<file path="config.mk">
export PLATFORM = sky130hd
export DESIGN_NAME = stopwatch_bcd_flat
export DESIGN_NICKNAME = d
export VERILOG_FILES = /design/src/rtl/stopwatch_bcd_if.sv /design/src/rtl/stopwatch_bcd.sv /design/src/flat_wrapper.sv
export SDC_FILE = /design/constraint.sdc
export NUM_CORES = 1
export LEC_CHECK = 0
export CAP_MARGIN = 20
export CORE_MARGIN = 3
export CORE_UTILIZATION = 54
export CTS_CLUSTER_SIZE = 28
export DETAILED_ROUTE_END_ITERATION = 8
export DONT_BUFFER_PORTS = 1
export GPL_ROUTABILITY_DRIVEN = 0
export HOLD_SLACK_MARGIN = 0.08
export MAX_ROUTING_LAYER = met4
export PLACE_DENSITY_LB_ADDON = 0.25
export SLEW_MARGIN = 30
export SYNTH_ARGS = -nofsm -noshare
export SYNTH_HDL_FRONTEND = slang
export SYNTH_SLANG_ARGS = --single-unit
</file>
<file path="constraint.sdc">
create_clock -name clk_i -period 2.9 [get_ports clk_i]
set_clock_uncertainty 0.2 [all_clocks]
set_input_delay 0.725 -clock clk_i [delete_from_list [all_inputs] [get_ports clk_i]]
set_output_delay 0.725 -clock clk_i [all_outputs]
set_load 0.05 [all_outputs]
</file>
<file path="src/rtl/stopwatch_bcd_if.sv">
// rtl/stopwatch_bcd_if.sv - control and display bundle for the BCD stopwatch
interface stopwatch_bcd_if;
    logic       start;
    logic       stop;
    logic       clear;
    logic [7:0] limit;
    logic [7:0] out;
    logic       running;
    logic       done;

    modport master (
        output start,
        output stop,
        output clear,
        output limit,
        input  out,
        input  running,
        input  done
    );

    modport slave (
        input  start,
        input  stop,
        input  clear,
        input  limit,
        output out,
        output running,
        output done
    );
endinterface

</file>
<file path="src/rtl/stopwatch_bcd.sv">
// rtl/stopwatch_bcd.sv - two-digit BCD count-up stopwatch with 1 Hz divider and limit
module stopwatch_bcd #(
    parameter int TICKS_PER_SEC = 50000000
) (
    input  logic            clk_i,
    input  logic            resetn_i,
    stopwatch_bcd_if.slave  sw
);

    typedef enum logic [1:0] {
        S_IDLE,
        S_RUN,
        S_PAUSED,
        S_EXPIRED
    } state_t;

    localparam int              DW     = (TICKS_PER_SEC > 1) ? $clog2(TICKS_PER_SEC) : 1;
    localparam logic [DW-1:0]   RELOAD = DW'(TICKS_PER_SEC - 1);

    state_t         state_q, state_d;
    logic [DW-1:0]  div_q, div_d;
    logic [7:0]     out_q, out_d;
    logic           done_q, done_d;
    logic [7:0]     out_inc;
    logic           hit;

    // BCD +1: ones wraps 9->0 and carries into tens. 99 is never incremented
    // because reaching it always expires the count.
    function automatic logic [7:0] bcd_inc(input logic [7:0] v);
        if (v[3:0] == 4'd9) begin
            return {v[7:4] + 4'd1, 4'd0};
        end
        return {v[7:4], v[3:0] + 4'd1};
    endfunction

    assign out_inc = bcd_inc(out_q);

    // Expiry looks at the value about to be stored. Equality only, so a limit
    // lowered below the count (or a non-BCD limit) never matches and 99 stops it.
    assign hit = ((sw.limit != 8'h00) && (out_inc == sw.limit)) || (out_inc == 8'h99);

    // State, divider, count and done-pulse registers
    always_ff @(posedge clk_i) begin
        if (!resetn_i) begin
            state_q <= S_IDLE;
            div_q   <= RELOAD;
            out_q   <= 8'h00;
            done_q  <= 1'b0;
        end else begin
            state_q <= state_d;
            div_q   <= div_d;
            out_q   <= out_d;
            done_q  <= done_d;
        end
    end

    // Next-state logic; Clear beats Stop beats Start
    always_comb begin
        state_d = state_q;
        div_d   = div_q;
        out_d   = out_q;
        done_d  = 1'b0;

        if (sw.clear) begin
            state_d = S_IDLE;
            out_d   = 8'h00;
            div_d   = RELOAD;
        end else begin
            case (state_q)
                S_IDLE: begin
                    if (sw.start) begin
                        state_d = S_RUN;
                        div_d   = RELOAD;
                    end
                end
                S_RUN: begin
                    if (sw.stop) begin
                        // Divider is left untouched so a resume loses no part of the second
                        state_d = S_PAUSED;
                    end else if (div_q == '0) begin
                        div_d = RELOAD;
                        out_d = out_inc;
                        if (hit) begin
                            state_d = S_EXPIRED;
                            done_d  = 1'b1;
                        end
                    end else begin
                        div_d = div_q - 1'b1;
                    end
                end
                S_PAUSED: begin
                    if (sw.start && !sw.stop) begin
                        state_d = S_RUN;
                    end
                end
                S_EXPIRED: begin
                    state_d = S_EXPIRED;
                end
                default: begin
                    state_d = S_IDLE;
                end
            endcase
        end
    end

    assign sw.out     = out_q;
    assign sw.running = (state_q == S_RUN);
    assign sw.done    = done_q;

endmodule
</file>
<file path="src/flat_wrapper.sv">
// flat-port wrapper written by rule: the top's interface ports become plain ports
module stopwatch_bcd_flat 
#(
    parameter int TICKS_PER_SEC = 50000000
)
  (clk_i, resetn_i, sw_start, sw_stop, sw_clear, sw_limit, sw_out, sw_running, sw_done);
  stopwatch_bcd_if sw_i ();
  input  logic clk_i;
  input  logic resetn_i;
  input wire logic [$bits(sw_i.start)-1:0] sw_start;
  input wire logic [$bits(sw_i.stop)-1:0] sw_stop;
  input wire logic [$bits(sw_i.clear)-1:0] sw_clear;
  input wire logic [$bits(sw_i.limit)-1:0] sw_limit;
  output wire logic [$bits(sw_i.out)-1:0] sw_out;
  output wire logic [$bits(sw_i.running)-1:0] sw_running;
  output wire logic [$bits(sw_i.done)-1:0] sw_done;
  assign sw_i.start = sw_start;
  assign sw_i.stop = sw_stop;
  assign sw_i.clear = sw_clear;
  assign sw_i.limit = sw_limit;
  assign sw_out = sw_i.out;
  assign sw_running = sw_i.running;
  assign sw_done = sw_i.done;
  stopwatch_bcd #(.TICKS_PER_SEC(TICKS_PER_SEC)) u_core (.clk_i(clk_i), .resetn_i(resetn_i), .sw(sw_i));
endmodule
</file>
==> impl_results.md, run 1 <==
* Fin Setup TNS at 0 ns
* Htree depth at 2
* R2R Path Start: u_core.div_q[18]$_SDFFE_PP0P_
* Reg2Reg Setup Slack at about 0.46 ns
* DP Cell Count at 303
* Initial antenna violation count at 0
* Buffers on Ports at 0
* XOR/XNOR share of the synthesized area at 14.9%
* First-pass GRT wire length at 7860 um
* Worst-Margin Slew at 0.747 ns
* Final period util at between 80% and 90%
* Clock latency on the worst-skew pair at around 0.29 ns
* Buffer and inverter count on the worst path at 0
* Initial core utilization at 57.7%
* CTS Sinks at 37
* Outcome: finished clean
* CP endpoint kind: flip-flop
* Hold WC Path Type: reg2reg
* Post-synthesis compound-gate area fraction at 11.9%
* Num CTS Buffers at 5
* Final Hold Viols at 0
* Grt met3 use at 5.36%
* Crit path depth at 5
* Count leader, synth: dfxtp_1
* Final Net Count at about 280
* Worst Setup Start Kind: flip-flop
* Pin count of the biggest net entering global routing at 19
* Drt initial violations at 117
* Yosys warning count at 0
* Proportion of layout cells with a drive suffix above 1 at between 10% and 20%
* Post-synthesis adder-cell area fraction at about 1.1%
* Most area-consuming cells after synthesis: dfxtp_1, xor2_1, nand2_1
* Hold path cells at 2
* Synthesized area per cell at 8.70 um^2
* Power Density at 428 mW/mm^2
* Total core area at 0.00380 mm^2
* Gr usage total at 20.0%
* Diodes inserted at 0
* Root buffer selected by CTS: clkbuf_8
* Multiplexer share of the synthesized area at 1.37%
* Leakage dissipation at 0.851 nW
* RSZ-0062 raised after global routing: no
* Area of the mapped netlist at roughly 0.0022 mm^2
* Via Count at around 1.7k
* Mapped Cells at 252
* FF-to-FF End: u_core.sw.out[7]$_SDFFE_PP0P_
* Cells along the critical path: or4_2, nor3_2, nand4_2, or3_1, a21oi_1
* FMAX at 410 MHz
* Hold endpoint: u_core.div_q[12]$_SDFFE_PP1P_
* Die height at 69.7 um
* FF/Latch Area at ~740 um^2
* Most frequent cells after synthesis: dfxtp_1, nand2_1, xor2_1, nor2_1
* Met1 Track Usage GR at 28.7%
* Async SR Flop Fraction at 0%
* Critical path class: reg2reg
* CP required at about 2.9 ns
* Non-Filler Instances at 311
* Crit path max fanout at 6
* Hold Path Origin: u_core.div_q[12]$_SDFFE_PP1P_
* Simple-gate share of the synthesized area at 31.7%
* WL/cell at 13.9 um
* Top_reg_cell synth: dfxtp_1
* Die ar. at 0.00486 mm^2
* Area Overhead vs Synth at 9.18%
* Top cell type's share of synthesized area at around a third
* Number of vias per cell at 5.60
* Largest family of logic cells by synthesized area: simple AND/OR/NAND/NOR gates
* Yosys cell types at 55
* Max-slew violation count at 0
* GR Overflow Total at 0
* Post-synth top area cell: dfxtp_1
* Initial DRT Pass Iterations at 4
* Crit path DAT at 2.46 ns
* Post-synth EDFFs at 0
* R2R cell count at 5
* CTS Buffer Depth at 2
* Final hold slack at 0.293 ns
* FF+latch count, synth at 37
* Antenna viol nets, final at 0
* CTS tree: done
* Slew headroom at 50.2%
* Seq/Total Area, Yosys at 33.8%
* Setup violators final at 0
* Final worst path period need at 2.44 ns
* Post-Place Cell Area at 0.00227 mm^2
* Net Count, Synth at 267
* CP max-delay cell: or4_2
* Clk pin slew, worst setup/hold paths at 0.08 ns
* Number of global-route vias before repair at around 1.7k
* Max-cap violation count at 0
* Fillcell total at 350
* CP delay by family, top: simple AND/OR/NAND/NOR gates
* IO Count at 23
* Residual DRC count at 0
* Area of the multi-input gates at between 0.001 and 0.0015 mm^2
* Post-Route WL at 4330 um
* CTS resizes at 0
* Final Cell Area at 0.00239 mm^2
* Dpl hpwl at 3160 um
* CTS Hold Buffers Added at 0
* Met2 usage at 28.6%
* Most Used Layer, Global Route: met1
* Post-CTS setup buffer count at 0
* Die W at ~70 um
* Critical Path Max Stage Delay at between 0.7 and 0.8 ns
* Worst VDD drop at around 0.35 mV
* Site Rows at 22
## sequential cells by signal, summed over array words and instances, names as in the netlist
| name | flops |
|---|---|
| u_core.sw.out | 8 |
| u_core.sw.done | 1 |
| u_core.div_q | 26 |
| u_core.state_q | 2 |
## stage by stage
step / utilization (%) / total power, mW / setup WS, ns
final: 63.0 / 1.03 / 0.462
after global routing: 63.0 / 1.06 / 0.269
after CTS: 63.0 / 1.03 / 0.452
after detailed placement: 59.9 / 0.571 / 0.495
after global placement: 59.9 / 0.571 / 0.520
after floorplan: - / 0.562 / 0.258
## layer usage
layer	up-vias	wire (um)
met3	6	197
met1	784	2210
met5	-	0
met2	26	1880
met4	0	38
li1	927	-
## report_power, final
group / switching [mW] / total (mW) / internal (mW)
Clock: 0.186 / 0.466 / 0.280
Combinational: 0.0291 / 0.0476 / 0.0186
Sequential: 0.00234 / 0.512 / 0.510
## cell families (layout without fill, tap and decap cells)
group                      Yosys count  in the layout
muxes                                3              3
adders and majority gates            2              2
DFF                                 37             37
xor gates and xnor gates            34             34
AOI/OAI and AO/OA                   36             36
and+or+nand+nor                    122            122
buffers and inverters               18             29
## worst reg2reg max path, cell delays in order, from the launching register on
cell	delay, ns
dfxtp_1	0.36
or4_2	0.76
nor3_2	0.27
nand4_2	0.24
or3_1	0.41
a21oi_1	0.14
## cell usage in the layout, fill, tap and decap left out, types with 2 or more instances in the layout
| cell | synthesis | layout |
|---|---|---|
| nand4_1 | 9 | 9 |
| a211oi_1 | 5 | 5 |
| inv_1 | 6 | 6 |
| a31oi_1 | 2 | 2 |
| ha_1 | 2 | 2 |
| dfxtp_1 | 37 | 37 |
| nand3_1 | 9 | 9 |
| nand3b_1 | 6 | 6 |
| nor3_1 | 4 | 4 |
| nor3b_1 | 3 | 3 |
| xnor2_1 | 5 | 5 |
| o21ai_0 | 4 | 4 |
| o31ai_1 | 3 | 3 |
| mux2i_1 | 3 | 3 |
| xor2_1 | 27 | 27 |
| nand2b_1 | 5 | 5 |
| xor3_1 | 2 | 2 |
| nor4_1 | 5 | 5 |
| or3_1 | 5 | 5 |
| nor2_1 | 24 | 24 |
| clkbuf_8 | 3 | 6 |
| nor2b_1 | 3 | 3 |
| o211ai_1 | 2 | 2 |
| nand2_1 | 27 | 27 |
| o311ai_0 | 2 | 2 |
| a21oi_1 | 9 | 9 |
| buf_4 | 0 | 15 |
| or4_1 | 6 | 6 |
## final cells by class
| type | count | area share [%] |
|---|---|---|
| flip-flops and latches | 37 | 30.9 |
| clock buffers | 6 | 3.45 |
| repair buffers | 15 | 4.70 |
| multi-input cells | 197 | 55.9 |
| clock inverters | 2 | 1.57 |
| inverters | 6 | 0.940 |
| well taps | 48 | 2.51 |
## worst max-delay path by stage
stage / to / from / slack, ns
after floorplan: u_core.sw.done$_SDFF_PP0_ / u_core.sw.out[4]$_SDFFE_PP0P_ / 0.26
after global placement: u_core.div_q[9]$_SDFFE_PP0P_ / u_core.div_q[13]$_SDFFE_PP1P_ / 0.52
after detailed placement: u_core.div_q[9]$_SDFFE_PP0P_ / u_core.div_q[13]$_SDFFE_PP1P_ / 0.50
after CTS: u_core.div_q[18]$_SDFFE_PP0P_ / u_core.div_q[13]$_SDFFE_PP1P_ / 0.45
after global routing: u_core.sw.out[7]$_SDFFE_PP0P_ / u_core.div_q[13]$_SDFFE_PP1P_ / 0.27
final: u_core.sw.out[7]$_SDFFE_PP0P_ / u_core.div_q[18]$_SDFFE_PP0P_ / 0.46
Power figures use the tool's default switching activity.
==> run 2, diff against run 1 <==
==> constraint.sdc (replaced) <==
create_clock -name clk_i -period 2.3 [get_ports clk_i]
set_clock_uncertainty 0.2 [all_clocks]
set_input_delay 0.575 -clock clk_i [delete_from_list [all_inputs] [get_ports clk_i]]
set_output_delay 0.575 -clock clk_i [all_outputs]
set_load 0.05 [all_outputs]
==> impl_results.md, run 2 (same netlist as run 1, synthesis figures left out) <==
* Via Count at 1895
* CTS Buffer Depth at 2
* IO Count at 23
* Final Net Count at roughly 300
* Biggest register: u_core.div_q
* Part of the power in registers at between 40% and 50%
* Initial DRT Pass Iterations at 4
* Crit path max fanout at 3
* CTS tree: done
* Max-cap violation count at 0
* Final period util at 97.1%
* Final hold slack at 0.170 ns
* Sw Pwr at between 0.2 and 0.3 mW
* Die W at 69.7 um
* CP endpoint kind: flip-flop
* Buffers on Ports at 0
* CP delay by family, top: simple AND/OR/NAND/NOR gates
* Setup violators final at 0
* Wire length on met2 at 2140 um
* Clk pin slew, worst setup/hold paths at roughly 0.070 ns
* WL/cell at 14.2 um
* Worst VDD drop at 0.471 mV
* Antenna viol nets, final at 0
* Critical path class: reg2reg
* Area of the multi-input gates at 0.00137 mm^2
* Gr usage total at 20.0%
* Max-slew violation count at 0
* WL met3 at 185 um
* Final Hold Viols at 0
* Crit path DAT at 2.25 ns
* Pin count of the biggest net entering global routing at 13
* Fin util at 67.7%
* FF/Latch Area at between 700 and 800 um^2
* Post-route met1 wirelength at 2230 um
* Internal power at 1.10 mW
* Number of global-route vias before repair at 1711
* Initial antenna violation count at 0
* Critical Path Max Stage Delay at 0.54 ns
* First-pass GRT wire length at 7710 um
* Site Rows at 22
* Total core area at approximately 0.0038 mm^2
* Area Overhead vs Synth at 17.2%
* Power Density at 534 mW/mm^2
* Worst Setup Start Kind: flip-flop
* Cells along the critical path: ha_1, xor3_1, and4b_1, a211oi_1, or4_1, a211oi_2
* Worst-Margin Slew at 0.498 ns
* Clock latency on the worst-skew pair at 0.29 ns
* Clk pwr share at a little under 50%
* CP required at between 2 and 2.5 ns
* Leakage dissipation at 0.945 nW
* Top layer in use: met4
* Final worst path period need at between 2 and 2.5 ns
* Drt initial violations at 94
* Initial core utilization at 57.7%
* Outcome: finished clean
* Hold WC Path Type: in2reg
* Dpl hpwl at 3390 um
* Slew headroom at around two thirds
* Proportion of layout cells with a drive suffix above 1 at 22.2%
* Buffer and inverter count on the worst path at 0
* Root buffer selected by CTS: clkbuf_8
* Largest register FFs at 26
* Fin Setup TNS at 0 ns
* Htree depth at 2
* Die ar. at slightly below 0.005 mm^2
* Number of vias per cell at 5.80
* Fillcell total at 300
* Comb pwr share at 4.9%
* Most frequent cells in the layout: buf_4, dfxtp_1, nand2_1, xor2_1, nor2_1
* Residual DRC count at 0
* Post-Route WL at 4640 um
* Num CTS Buffers at 5
* CP max-delay cell: or4_1
* FMAX at 448 MHz
* GR Overflow Total at 0
* CTS Sinks at 37
* Diodes inserted at 0
* Die height at 69.7 um
* Switching part of the total at about a fifth
* CTS Hold Buffers Added at 0
## run 2: changes by cell type in the layout (fill, tap and decap cells not counted), sizes merged
cell | previous run | this run
clkbuf | 6 | 5
bufinv | 1 | 2
clkinvlp | 1 | 0
clkinv | 0 | 1
buf | 15 | 31
## run 2: cell type report
cell class	instances	area share, %
multi-input cells	197	53.1
flip-flops and latches	37	29.4
repair buffers	31	9.05
clock buffers	5	2.68
clock inverters	3	2.53
well taps	48	2.34
inverters	6	0.876
## run 2: repair_timing
item                       CTS  global route
resized for setup            0             3
buffers inserted             0             0
setup endpoints to repair    0            11
## run 2: stage by stage
| stage | area [um^2] | power [mW] | worst slack, ns | std cells |
|---|---|---|---|---|
| finish | 2570 | 1.37 | 0.0667 | 327 |
| global route | 2570 | 1.42 | -0.0230 | 327 |
| CTS | 2550 | 1.38 | 0.00675 | 327 |
| detailed placement | 2420 | 0.722 | 0.00992 | 319 |
| global placement | 2420 | 0.721 | 0.0553 | 319 |
| floorplan | 2220 | 0.706 | -0.0158 | 252 |
## run 2: routing by layer
metal	global-route usage, %	up-vias
met2	31.1	42
li1	-	959
met3	5.07	8
met4	6.81	0
met5	-	-
met1	25.4	886
## run 2: path summary, 6_finish.rpt
| path | end | startpoint | slack [ns] | cells past startpoint |
|---|---|---|---|---|
| setup / recovery | u_core.sw.done$_SDFF_PP0_ | u_core.sw.out[4]$_SDFFE_PP0P_ | 0.07 | 6 |
| hold / removal | u_core.state_q[0]$_SDFFE_PP0P_ | sw_stop | 0.17 | 1 |
| setup reg to reg | u_core.sw.done$_SDFF_PP0_ | u_core.sw.out[4]$_SDFFE_PP0P_ | 0.07 | 6 |
| hold reg to reg | u_core.div_q[6]$_SDFFE_PP1P_ | u_core.div_q[6]$_SDFFE_PP1P_ | 0.29 | 2 |
## run 2: power groups by stage
stage                     clock [mW]  sequential, mW  combinational, mW
final                          0.664           0.642             0.0675
after global routing           0.706           0.642             0.0744
after CTS                      0.676           0.642             0.0661
after detailed placement           0           0.657             0.0657
after global placement             0           0.657             0.0649
after floorplan                    0           0.656             0.0502
==> run 3, diff against run 2 <==
--- a/config.mk
+++ b/config.mk
@@ -14,7 +14,7 @@
 export GPL_ROUTABILITY_DRIVEN = 0
 export HOLD_SLACK_MARGIN = 0.08
 export MAX_ROUTING_LAYER = met4
-export PLACE_DENSITY_LB_ADDON = 0.25
+export PLACE_DENSITY = 0.68
 export SLEW_MARGIN = 30
 export SYNTH_ARGS = -nofsm -noshare
 export SYNTH_HDL_FRONTEND = slang
==> impl_results.md, run 3 (same netlist as run 1, synthesis figures left out) <==
* GR Overflow Total at 0
* CP delay by family, top: simple AND/OR/NAND/NOR gates
* Fillcell total at 311
* Proportion of layout cells with a drive suffix above 1 at 26.2%
* Initial antenna violation count at 0
* RSZ-0062 raised after global routing: no
* CTS Hold Buffers Added at 0
* Area Overhead vs Synth at 20.5%
* CP required at ~2.3 ns
* IO Count at 23
* Cells along the critical path: ha_1, xor3_1, and4b_1, a211oi_1, or4_4, a211oi_2
* Critical Path Max Stage Delay at 0.51 ns
* Number of global-route vias before repair at 1894
* Max-cap violation count at 0
* Total core area at roughly 0.0038 mm^2
* Post-Route WL at 4800 um
* Hold WC Path Type: in2reg
* Worst Setup Start Kind: flip-flop
* Die W at 69.7 um
* Final Net Count at 304
* Crit path DAT at 2.21 ns
* Crit path depth at 6
* WL/cell at 14.2 um
* Via Count at 1923
* Biggest register: u_core.div_q
* Die ar. at 0.00486 mm^2
* Most frequent cells in the layout: buf_4, dfxtp_1, nand2_1, xor2_1, nor2_1
* CP endpoint kind: flip-flop
* Pin count of the biggest net entering global routing at 13
* Most common cell after layout, fill and taps aside: buf_4
* Buffers on Ports at 0
* Residual DRC count at 0
* Fin Setup TNS at 0 ns
* Worst-Margin Slew at 0.472 ns
* Final Hold Viols at 0
* Number of vias per cell at 5.69
* R2R cell count at 6
* Slew headroom at 68.5%
* Gr usage total at 20.9%
* Initial core utilization at ~58%
* Clk pin slew, worst setup/hold paths at 0.07 ns
* Hold path cells at 1
* Critical path class: reg2reg
* CTS Buffer Depth at 2
* Final period util at 95.6%
* CTS tree: done
* Crit path max fanout at 3
* First-pass GRT wire length at around 8200 um
* Worst VDD drop at 0.283 mV
* Setup violators final at 0
* FMAX at 455 MHz
* Place WS at 0.00137 ns
* Buffer and inverter count on the worst path at 0
* Diodes inserted at 0
* Final hold slack at 0.175 ns
* Outcome: finished clean
* Largest register FFs at 26
* Site Rows at 22
* Clock latency on the worst-skew pair at 0.29 ns
* Antenna viol nets, final at 0
* Setup WS post-layout at just over 0.1 ns
* Leakage dissipation at approximately 1.0 nW
* Root buffer selected by CTS: clkbuf_8
* Fin util at 69.6%
* Dpl hpwl at 3520 um
* Die height at 69.7 um
* CTS Sinks at 37
* Htree depth at 2
* Max-slew violation count at 0
* CP max-delay cell: or4_4
* Initial DRT Pass Iterations at 4
* Final worst path period need at 2.20 ns
* Drt initial violations at 92
* Power Density at 435 mW/mm^2
* Num CTS Buffers at 5
[run 3: where the power goes]
| group | internal, mW | switching, mW | total [mW] |
|---|---|---|---|
| registers | 0.639 | 0.00280 | 0.642 |
| clock network | 0.210 | 0.226 | 0.436 |
| logic | 0.0319 | 0.0400 | 0.0719 |
[run 3: path summary, 6_finish.rpt]
check,startpoint,endpoint,slack (ns)
max,u_core.sw.out[4]$_SDFFE_PP0P_,u_core.sw.done$_SDFF_PP0_,0.10
min,sw_stop,u_core.state_q[0]$_SDFFE_PP0P_,0.18
max reg2reg,u_core.sw.out[4]$_SDFFE_PP0P_,u_core.sw.done$_SDFF_PP0_,0.10
min reg2reg,u_core.div_q[21]$_SDFFE_PP1P_,u_core.div_q[21]$_SDFFE_PP1P_,0.30
[run 3: final cells by class]
cell class | count | area [um^2] | area share (%)
Timing Repair Buffer | 42 | 333 | 12.6
Multi-Input combinational cell | 197 | 1390 | 52.6
Clock inverter | 2 | 10.0 | 0.379
Tap cell | 48 | 60.1 | 2.27
Inverter | 6 | 22.5 | 0.852
Clock buffer | 6 | 72.6 | 2.74
Sequential cell | 37 | 756 | 28.6
[run 3: metal layers]
metal  share of wire [%]  GRT usage, %  vias up
li1                    -             -      981
met1                  45          24.4      899
met2                  49          35.5       34
met3                 4.1          5.22        9
met4                 1.5          6.38        0
met5                   0             -        -
[run 3: worst register-to-register path, stage by stage, from the launching register on]
cell	delay [ns]
dfxtp_4	0.34
ha_1	0.23
xor3_1	0.35
and4b_1	0.25
a211oi_1	0.06
or4_4	0.51
a211oi_2	0.18
[run 3: per-stage QoR]
stage / total power [mW] / instances / instance area (um^2)
floorplan: 0.706 / 252 / 2220
global placement: 0.726 / 324 / 2470
detailed placement: 0.727 / 324 / 2470
CTS: 1.16 / 332 / 2550
global route: 1.19 / 338 / 2640
finish: 1.15 / 338 / 2640
[run 3: what timing repair did]
| action | in CTS | in global routing |
|---|---|---|
| gates cloned | 0 | 2 |
| gates resized for setup | 0 | 9 |
| endpoints found under the setup margin | 1 | 11 |
| hold endpoints to repair | 0 | 0 |
| pin swaps | 1 | 4 |
| setup buffers | 0 | 4 |
